`src/rtl/othello_pkg.sv`:
```
// Shared Othello board definitions: cell codes, display colours, plotter FSM encoding
// and the default plot geometry.
package othello_pkg;

    typedef logic [1:0] cell_code_t;
    typedef logic [2:0] colour_t;

    localparam cell_code_t CELL_EMPTY0 = 2'd0;
    localparam cell_code_t CELL_EMPTY1 = 2'd1;
    localparam cell_code_t CELL_SIDE0  = 2'd2;
    localparam cell_code_t CELL_SIDE1  = 2'd3;

    localparam colour_t COL_BOARD  = 3'b010;
    localparam colour_t COL_SIDE0  = 3'b000;
    localparam colour_t COL_SIDE1  = 3'b111;
    localparam colour_t COL_CURSOR = 3'b100;

    localparam logic [2:0] ST_IDLE  = 3'd0;
    localparam logic [2:0] ST_FETCH = 3'd1;
    localparam logic [2:0] ST_WAIT  = 3'd2;
    localparam logic [2:0] ST_DRAW  = 3'd3;
    localparam logic [2:0] ST_NEXT  = 3'd4;
    localparam logic [2:0] ST_DONE  = 3'd5;

    localparam int CELL_PX_DEF  = 13;
    localparam int SQ_PX_DEF    = 12;
    localparam int ORIGIN_X_DEF = 9;
    localparam int ORIGIN_Y_DEF = 9;

    // Both empty encodings show as bare board.
    function automatic colour_t cell_colour(input cell_code_t code);
        case (code)
            CELL_SIDE0: return COL_SIDE0;
            CELL_SIDE1: return COL_SIDE1;
            default:    return COL_BOARD;
        endcase
    endfunction

endpackage

```
`src/rtl/board_plotter_if.sv`:
```
// Board read port plus VGA pixel bus owned by board_plotter.
// master = plotter side, slave = board RAM / VGA adapter side.
interface board_plotter_if;
    logic [2:0] rd_x;
    logic [2:0] rd_y;
    logic [1:0] rd_q;
    logic [7:0] x_plot;
    logic [6:0] y_plot;
    logic [2:0] colour;
    logic       plot;

    modport master (
        output rd_x, rd_y, x_plot, y_plot, colour, plot,
        input  rd_q
    );

    modport slave (
        input  rd_x, rd_y, x_plot, y_plot, colour, plot,
        output rd_q
    );
endinterface

```
`src/rtl/pixel_scan.sv`:
```
// Raster counter over one SQ_PX x SQ_PX square: px runs fastest, then py.
// Wraps to (0,0) after the last pixel; clear has priority over enable.
module pixel_scan #(
    parameter int SQ_PX = 12
) (
    input  logic       clock,
    input  logic       resetn,
    input  logic       en_i,
    input  logic       clr_i,
    output logic [3:0] px_o,
    output logic [3:0] py_o,
    output logic       last_o
);

    localparam logic [3:0] MAX = 4'(SQ_PX - 1);

    logic [3:0] px_q, px_d;
    logic [3:0] py_q, py_d;

    always_comb begin
        px_d = px_q;
        py_d = py_q;
        if (clr_i) begin
            px_d = 4'd0;
            py_d = 4'd0;
        end else if (en_i) begin
            if (px_q == MAX) begin
                px_d = 4'd0;
                py_d = (py_q == MAX) ? 4'd0 : py_q + 4'd1;
            end else begin
                px_d = px_q + 4'd1;
            end
        end
    end

    always_ff @(posedge clock or posedge resetn) begin
        if (resetn) begin
            px_q <= 4'd0;
            py_q <= 4'd0;
        end else begin
            px_q <= px_d;
            py_q <= py_d;
        end
    end

    assign px_o   = px_q;
    assign py_o   = py_q;
    assign last_o = (px_q == MAX) && (py_q == MAX);

endmodule

```
`src/rtl/board_plotter.sv`:
```
// Walks the 8x8 board and streams one filled square per cell to the VGA pixel bus.
// Optional CURSOR_HIGHLIGHT_EN outlines cell (cur_x,cur_y) in red.
module board_plotter
    import othello_pkg::*;
#(
    parameter int CELL_PX  = CELL_PX_DEF,
    parameter int SQ_PX    = SQ_PX_DEF,
    parameter int ORIGIN_X = ORIGIN_X_DEF,
    parameter int ORIGIN_Y = ORIGIN_Y_DEF
) (
    input  logic                   clock,
    input  logic                   resetn,
    input  logic                   start,
    input  logic                   plot_hold,
    input  logic [2:0]             cur_x,
    input  logic [2:0]             cur_y,
    board_plotter_if.master        bus,
    output logic                   busy,
    output logic                   done
);

    logic [2:0] state_q, state_d;
    logic [5:0] cell_q, cell_d;
    logic [2:0] rd_x_q, rd_x_d;
    logic [2:0] rd_y_q, rd_y_d;
    colour_t    cell_col_q, cell_col_d;
    logic [7:0] x_plot_q, x_plot_d;
    logic [6:0] y_plot_q, y_plot_d;
    colour_t    colour_q, colour_d;
    logic       plot_q, plot_d;
    logic       busy_q, busy_d;
    logic       done_q, done_d;

    logic [3:0] px, py;
    logic       scan_last;
    logic       scan_en;
    colour_t    pix_col;
    logic [7:0] x_pix;
    logic [6:0] y_pix;

    assign scan_en = (state_q == ST_DRAW) && !plot_hold;

    pixel_scan #(.SQ_PX(SQ_PX)) u_scan (
        .clock  (clock),
        .resetn (resetn),
        .en_i   (scan_en),
        .clr_i  (state_q == ST_FETCH),
        .px_o   (px),
        .py_o   (py),
        .last_o (scan_last)
    );

    assign x_pix = 8'(ORIGIN_X) + 8'(CELL_PX) * {5'd0, rd_x_q} + {4'd0, px};
    assign y_pix = 7'(ORIGIN_Y) + 7'(CELL_PX) * {4'd0, rd_y_q} + {3'd0, py};

`ifdef CURSOR_HIGHLIGHT_EN
    logic on_cursor, on_border;
    assign on_cursor = (rd_x_q == cur_x) && (rd_y_q == cur_y);
    assign on_border = (px == 4'd0) || (px == 4'(SQ_PX - 1)) ||
                       (py == 4'd0) || (py == 4'(SQ_PX - 1));
    assign pix_col   = (on_cursor && on_border) ? COL_CURSOR : cell_col_q;
`else
    logic unused_cursor;
    assign unused_cursor = ^{cur_x, cur_y};
    assign pix_col       = cell_col_q;
`endif

    always_comb begin
        state_d    = state_q;
        cell_d     = cell_q;
        rd_x_d     = rd_x_q;
        rd_y_d     = rd_y_q;
        cell_col_d = cell_col_q;
        x_plot_d   = x_plot_q;
        y_plot_d   = y_plot_q;
        colour_d   = colour_q;
        plot_d     = 1'b0;
        busy_d     = busy_q;
        done_d     = 1'b0;
        case (state_q)
            ST_IDLE: begin
                if (start) begin
                    state_d = ST_FETCH;
                    cell_d  = 6'd0;
                    busy_d  = 1'b1;
                end
            end
            ST_FETCH: begin
                rd_x_d  = cell_q[2:0];
                rd_y_d  = cell_q[5:3];
                state_d = ST_WAIT;
            end
            ST_WAIT: begin
                cell_col_d = cell_colour(bus.rd_q);
                state_d    = ST_DRAW;
            end
            // A held cycle leaves the registered pixel untouched so it resumes in place.
            ST_DRAW: begin
                if (!plot_hold) begin
                    plot_d   = 1'b1;
                    x_plot_d = x_pix;
                    y_plot_d = y_pix;
                    colour_d = pix_col;
                    if (scan_last)
                        state_d = (cell_q == 6'd63) ? ST_DONE : ST_NEXT;
                end
            end
            ST_NEXT: begin
                cell_d  = cell_q + 6'd1;
                state_d = ST_FETCH;
            end
            ST_DONE: begin
                done_d  = 1'b1;
                busy_d  = 1'b0;
                state_d = ST_IDLE;
            end
            default: state_d = ST_IDLE;
        endcase
    end

    always_ff @(posedge clock or posedge resetn) begin
        if (resetn) begin
            state_q    <= ST_IDLE;
            cell_q     <= 6'd0;
            rd_x_q     <= 3'd0;
            rd_y_q     <= 3'd0;
            cell_col_q <= 3'd0;
            x_plot_q   <= 8'd0;
            y_plot_q   <= 7'd0;
            colour_q   <= 3'd0;
            plot_q     <= 1'b0;
            busy_q     <= 1'b0;
            done_q     <= 1'b0;
        end else begin
            state_q    <= state_d;
            cell_q     <= cell_d;
            rd_x_q     <= rd_x_d;
            rd_y_q     <= rd_y_d;
            cell_col_q <= cell_col_d;
            x_plot_q   <= x_plot_d;
            y_plot_q   <= y_plot_d;
            colour_q   <= colour_d;
            plot_q     <= plot_d;
            busy_q     <= busy_d;
            done_q     <= done_d;
        end
    end

    assign bus.rd_x   = rd_x_q;
    assign bus.rd_y   = rd_y_q;
    assign bus.x_plot = x_plot_q;
    assign bus.y_plot = y_plot_q;
    assign bus.colour = colour_q;
    assign bus.plot   = plot_q;
    assign busy       = busy_q;
    assign done       = done_q;

endmodule

```
`src/flat_wrapper.sv`:
```
// flat-port wrapper written by rule: the top's interface ports become plain ports
module board_plotter_flat import othello_pkg::*;
#(
    parameter int CELL_PX  = CELL_PX_DEF,
    parameter int SQ_PX    = SQ_PX_DEF,
    parameter int ORIGIN_X = ORIGIN_X_DEF,
    parameter int ORIGIN_Y = ORIGIN_Y_DEF
)
  (clock, resetn, start, plot_hold, cur_x, cur_y, busy, done, bus_rd_x, bus_rd_y, bus_x_plot, bus_y_plot, bus_colour, bus_plot, bus_rd_q);
  board_plotter_if bus_i ();
  input  logic clock;
  input  logic resetn;
  input  logic start;
  input  logic plot_hold;
  input  logic [2:0] cur_x;
  input  logic [2:0] cur_y;
  output logic busy;
  output logic done;
  output wire logic [$bits(bus_i.rd_x)-1:0] bus_rd_x;
  output wire logic [$bits(bus_i.rd_y)-1:0] bus_rd_y;
  output wire logic [$bits(bus_i.x_plot)-1:0] bus_x_plot;
  output wire logic [$bits(bus_i.y_plot)-1:0] bus_y_plot;
  output wire logic [$bits(bus_i.colour)-1:0] bus_colour;
  output wire logic [$bits(bus_i.plot)-1:0] bus_plot;
  input wire logic [$bits(bus_i.rd_q)-1:0] bus_rd_q;
  assign bus_rd_x = bus_i.rd_x;
  assign bus_rd_y = bus_i.rd_y;
  assign bus_x_plot = bus_i.x_plot;
  assign bus_y_plot = bus_i.y_plot;
  assign bus_colour = bus_i.colour;
  assign bus_plot = bus_i.plot;
  assign bus_i.rd_q = bus_rd_q;
  board_plotter #(.CELL_PX(CELL_PX), .SQ_PX(SQ_PX), .ORIGIN_X(ORIGIN_X), .ORIGIN_Y(ORIGIN_Y)) u_core (.clock(clock), .resetn(resetn), .start(start), .plot_hold(plot_hold), .cur_x(cur_x), .cur_y(cur_y), .bus(bus_i), .busy(busy), .done(done));
endmodule
```
`config.mk`:
```
export PLATFORM = sky130hd
export DESIGN_NAME = board_plotter_flat
export DESIGN_NICKNAME = d
export VERILOG_FILES = /design/src/rtl/othello_pkg.sv /design/src/rtl/board_plotter_if.sv /design/src/rtl/pixel_scan.sv /design/src/rtl/board_plotter.sv /design/src/flat_wrapper.sv
export SDC_FILE = /design/constraint.sdc
export NUM_CORES = 1
export LEC_CHECK = 0
export BUFFER_PORTS_ARGS = -buffer_cell sky130_fd_sc_hd__buf_2
export CAP_MARGIN = 20
export CORE_MARGIN = 2
export CORE_UTILIZATION = 48
export CTS_CLUSTER_SIZE = 14
export DETAILED_ROUTE_END_ITERATION = 10
export GPL_ROUTABILITY_DRIVEN = 1
export PLACE_DENSITY = 0.69
export SLEW_MARGIN = 30
export SYNTH_ARGS = -nofsm -noshare
export SYNTH_HDL_FRONTEND = slang
export SYNTH_SLANG_ARGS = --single-unit
export TNS_END_PERCENT = 20
```
`constraint.sdc`:
```
create_clock -name clock -period 4.9 [get_ports clock]
set_clock_uncertainty 0.1 [all_clocks]
set_input_delay 0 -clock clock [delete_from_list [all_inputs] [get_ports clock]]
set_output_delay 0 -clock clock [all_outputs]
set_load 0.1 [all_outputs]
```
Word-level counts from Yosys, hierarchy flattened --
Index checks and enable logic that the tools add are counted.
Storage, ports and cells: register bits 47, latch bits 0, memory bits (writable) 0, bits in read-only memories 0, input bits 12, logic and storage cells 69, memories kept 0
Operators by class: $add $sub $neg 7, multipliers 2, div/mod/pow operators 0, $lt $le $gt $ge 0, equality and inequality tests 13, shift operators 0, muxes and demuxes 20, bitwise logic cells 1, reduce and logical (&&, ||, !) cells 13
Operator list (number):
- $mux W4 | 7
- $pmux W3 S5 | 1
- $mul A4 B3 Y7 const A | 2
- $pmux W6 S2 | 1
- $mux W3 | 3
- $add A4 B1 Y4 const B | 2
- $add A4 B7 Y8 const A | 1
- $add A8 B4 Y8 | 1
- $eq A4 B4 Y1 const B | 2
- $reduce_and A2 Y1 | 4
- $reduce_bool A2 Y1 | 4
- $add A4 B7 Y7 const A | 1
- $add A7 B4 Y7 | 1
- $add A6 B1 Y6 const B | 1
- $eq A3 B2 Y1 const B | 2
- $eq A3 B3 Y1 const B | 2
- $eq A6 B6 Y1 const B | 1
- $mux W6 | 1
- $pmux W3 S2 | 1
- $mux W1 | 5
- $eq A2 B2 Y1 const B | 2
- $ne A2 B2 Y1 const B | 2
- $eq A3 B1 Y1 const B | 1
- $logic_not A3 Y1 | 1
- 6 further kinds | 7

Logic depth before layout (Yosys ltp) --
depth in word-level cells 5, mapped depth 10, depth with buffers taken out 10

Hierarchy --
A second synthesis with hierarchy kept.
Second synthesis, totals: cells, all modules 273, area, all modules 2737.6 um2
By module, submodules not included:
- board_plotter | times used 1, cells each 225, area each 2275.9 um2, seq. area each 925.9 um2
- pixel_scan | times used 1, cells each 48, area each 461.7 um2, seq. area each 200.2 um2

Least setup slack after synthesis --
No wires, ideal clock.
path kind reg2reg, start reg u_core.rd_x_q[2], in the netlist u_core.bus.rd_x[2], end reg u_core.x_plot_q[6], in the netlist u_core.bus.x_plot[6], library setup time 0.072 ns, arrival time 3.368 ns, slack 1.360 ns, cell stages (with the launch flop) 11, buffers on the path 0, clock period less this slack 3.540 ns, cells stage by stage dfrtp_1 -> ha_1 -> inv_1 -> fa_1 -> inv_1 -> fa_1 -> ha_1 -> o21ai_0 -> nor2_1 -> or4_1 -> nand3_1
On the way: cells in the longest elaborated chain, start to end 3
RTL lines:
- start: declaration | RTL line board_plotter.sv:24 | logic [2:0] rd_x_q, rd_x_d;
- start signal: assignment | RTL line board_plotter.sv:137 | rd_x_q <= rd_x_d;
- $mul A4 B3 Y7 | RTL line board_plotter.sv:53 | assign x_pix = 8'(ORIGIN_X) + 8'(CELL_PX) * {5'd0, rd_x_q} + {4'd0, px};
- $add A4 B7 Y8 | RTL line board_plotter.sv:53
- $add A8 B4 Y8 | RTL line board_plotter.sv:53
- end signal: assignment | RTL line board_plotter.sv:140 | x_plot_q <= x_plot_d;
- end: declaration | RTL line board_plotter.sv:27 | logic [7:0] x_plot_q, x_plot_d;
No other way between the ends. A chain may end at the register's enable or synchronous reset.

Final worst setup path --
Ends and elaborated chain as after synthesis.

==> impl_metrics.py <==
metrics = {
    "power_and_ir_drop": {
        "ir_drop_mv": 0.2615,
        "power.leakage_nw": 1.583,
        "powerDensity_mw_per_mm2": 390.9,
    },
    "worst_setup_path": {
        "cp.required_ns": 5.03,
        "crit_buf_inv": 2,
        "crit_family": "adder cells",
        "crit_fanout": 6,
        "critPathCapture": "u_core.bus.x_plot[6]",
        "reg2reg_to": "u_core.bus.x_plot[6]",
        "worst_ep_arrival_time_ns": 3.12,
        "crit_cells": 10,
        "rr_startpoint": "u_core.bus.rd_x[2]",
        "worstSetupStartpointType": "flip-flop",
        "rr_worst_depth": 10,
        "end_kind": "flip-flop",
        "crit_slowest_cell": "fa_1",
        "crit_start": "u_core.bus.rd_x[2]",
        "critPathKind": "reg -> reg",
        "path_cells": "ha_1 > inv_1 > fa_1 > inv_1 > fa_1 > ha_1 > o21ai_0 > nor2_1 > or4_1 > nand3_1",
        "max_stage_delay_ns": 0.47,
        "rrSetupSlack_ns": 1.92,
    },
    "timing": {
        "tightest_slew_ns": 0.5957,
        "fin_crit_ns": 2.984,
        "drv_slew": 0,
        "fmax_mhz": 335.1,
        "finalCritPeriodShare_pct": 60.89,
        "setup_viol": 0,
        "rsz0062_at_grt": "no",
        "max_slew_margin_pct": 60.29,
        "fin_setup_tns_ns": 0,
        "hold_violations": 0,
        "post-route-worst-setup-slack_ns": 1.916,
    },
    "synth": {
        "ys_seq_area_share_pct": 41.32,
        "netlist_instances": 278,
        "synth_nets": 328,
        "ys_ff_latch": 45,
        "synth_edf_count": 0,
        "yosysUniqueCellTypes": 41,
        "avgSynthCellArea_um2": 9.803,
        "netlist_area_mm2": 0.002725,
        "async_reset_ff_share_pct": 100.0,
        "yosysWarnings": 0,
        "yosys_most_used_dff": "dfrtp_1",
    },
    "cells_and_area": {
        "nets": 362,
        "instances_no_fill": 385,
        "final_util_pct": 56.06,
        "final_cell_mix": "46 x nand2_1, 45 x dfrtp_1, 32 x ha_1, 32 x buf_2, 26 x o21ai_0",
        "design_area_mm2": 0.003087,
        "fillers": 511,
        "final_layout_size_suffix_gt1_share_pct": 14.38,
        "final_common_cell": "nand2_1",
        "synthToLayoutAreaGrowth_pct": 13.27,
        "diodes": 0,
    },
    "job": {
        "maxCapViolations": 0,
    },
    "clock_network": {
        "clockBufferDepth": 2,
        "clk_pin_slew_ns": 0.08,
        "cts_max_level": 2,
        "postCtsSetupRepairBufs": 0,
        "cts_tree": "built",
        "cts_sinks": 45,
        "ctsResizeCount": 0,
        "clk_latency_ns": 0.29,
        "cts-root-buf": "clkbuf_8",
        "numCtsBuffers": 5,
    },
    "global_routing": {
        "grt_pass1_vias": 1889,
        "grt_pass1_wl_um": 8776,
        "antenna_found_initial": 0,
        "grt_max_degree": 46,
        "overflow": 0,
        "grt_util_all_layers_pct": 17.57,
    },
    "route": {
        "drt-initial-drc-count": 67,
        "vias_per_cell": 5.244,
        "wl_per_cell_um": 12.92,
        "wl_um": 4976,
        "vias": 2019,
        "dr.pass1.iters": 4,
        "drc": 0,
        "ant_nets": 0,
    },
    "die": {
        "die_x_um": 79.35,
        "die_h_um": 79.35,
        "start_util_pct": 49.49,
        "die-area_mm2": 0.006296,
        "num_io_pins": 39,
        "core_mm2": 0.005507,
        "row_count": 27,
    },
    "placed_design": {
        "dpl.cell_count": 371,
        "placed_area_mm2": 0.002910,
        "port_buffers": 32,
        "dpl.hpwl_um": 3578,
        "post-place-ws_ns": 1.905,
        "gp_congestion": 0.7881,
    },
    "min_path": {
        "hp-class": "in -> async",
    },
    "outcome": {
        "status": "finished clean",
    },
}
-- worst min path at each step --
stage | from | cells past startpoint | end
2_1_floorplan | bus_rd_q[1] | 1 | u_core.cell_col_q[1]
3_3_place_gp | bus_rd_q[1] | 2 | u_core.cell_col_q[1]
3_5_place_dp | resetn | 2 | u_core.state_q[1]
4_1_cts | resetn | 3 | u_core.bus.x_plot[0]
5_1_grt | resetn | 3 | u_core.state_q[1]
6_report | resetn | 3 | u_core.cell_col_q[1]
-- per-layer routing --
layer | vias to the layer above | global-route usage [%] | part of all wire (%)
li1 | 1033 | - | -
met1 | 955 | 23.24 | 47
met2 | 27 | 29.83 | 49
met3 | 4 | 2.727 | 2.5
met4 | 0 | 5.172 | 1.0
met5 | - | 0 | 0
-- report_power, final --
part           leakage (nW)  switching (W)  internal, W
clock network        0.0585       0.000122     0.000166
registers             0.546      0.0000463     0.000423
logic                 0.979       0.000339     0.000110
-- Yosys cell counts (all sizes together), types with 3 or more instances --
master | instances | area share (%)
nand2 | 47 | 6.7
dfrtp | 45 | 41
ha | 32 | 15
o21ai | 27 | 5.0
inv | 17 | 2.3
nor2 | 13 | 1.8
a21oi | 11 | 2.0
buf | 9 | 2.2
a211oi | 8 | 2.2
nand3 | 8 | 1.5
fa | 6 | 4.4
nor3 | 6 | 1.1
mux2i | 5 | 1.8
nor3b | 5 | 1.4
a21o | 4 | 1.1
a31oi | 3 | 0.69
nand2b | 3 | 0.69
xnor2 | 3 | 0.96
-- registers in the layout, indices dropped and copies added (netlist names) --
signal	count
u_core.state_q	3
u_core.bus.x_plot	8
u_core.bus.rd_y	3
u_core.u_scan.px_o	4
u_core.bus.colour	2
u_core.cell_col_q	2
u_core.busy	1
u_core.u_scan.py_o	4
u_core.bus.plot	1
u_core.done	1
u_core.bus.y_plot	7
u_core.cell_q	6
u_core.bus.rd_x	3
-- logic make-up (layout without fill, tap and decap cells) --
family / Yosys count / count (layout) / share of synthesized area, %
AOI/OAI and AO/OA: 61 / 61 / 13.41
xor gates and xnor gates: 5 / 5 / 1.607
adders and majority gates: 38 / 38 / 19.10
buffers and inverters: 29 / 64 / 5.143
DFF: 45 / 45 / 41.32
muxes: 7 / 7 / 2.663
and+or+nand+nor: 93 / 93 / 16.76
-- tightest hold or removal path, stage by stage --
cell and delay [ns]:
dlygate4sd3_1 0.53, buf_2 0.13, inv_4 0.41
-- metrics by stage --
stage	total power, W	hold WS (ns)
global route	0.001278	0.2792
detailed placement	0.0009281	0.01027
floorplan	0.0008494	-0.003995
global placement	0.0009171	0.09214
finish	0.001207	0.2109
CTS	0.001224	0.2334
-- final cells by class --
class	count	area (µm²)	area share [%]
clock buffers	7	86.33	2.797
clock inverters	1	30.03	0.9728
inverters	18	75.07	2.432
multi-input cells	204	1459	47.26
flip-flops and latches	45	1126	36.48
well taps	72	90.09	2.919
repair buffers	38	220.2	7.134
-- repair_timing --
action	CTS	global route
endpoints found under the setup margin	0	0
endpoints found under the hold margin	49	0
hold buffers	6	0
Note: power is estimated with default switching activity, not from simulation.
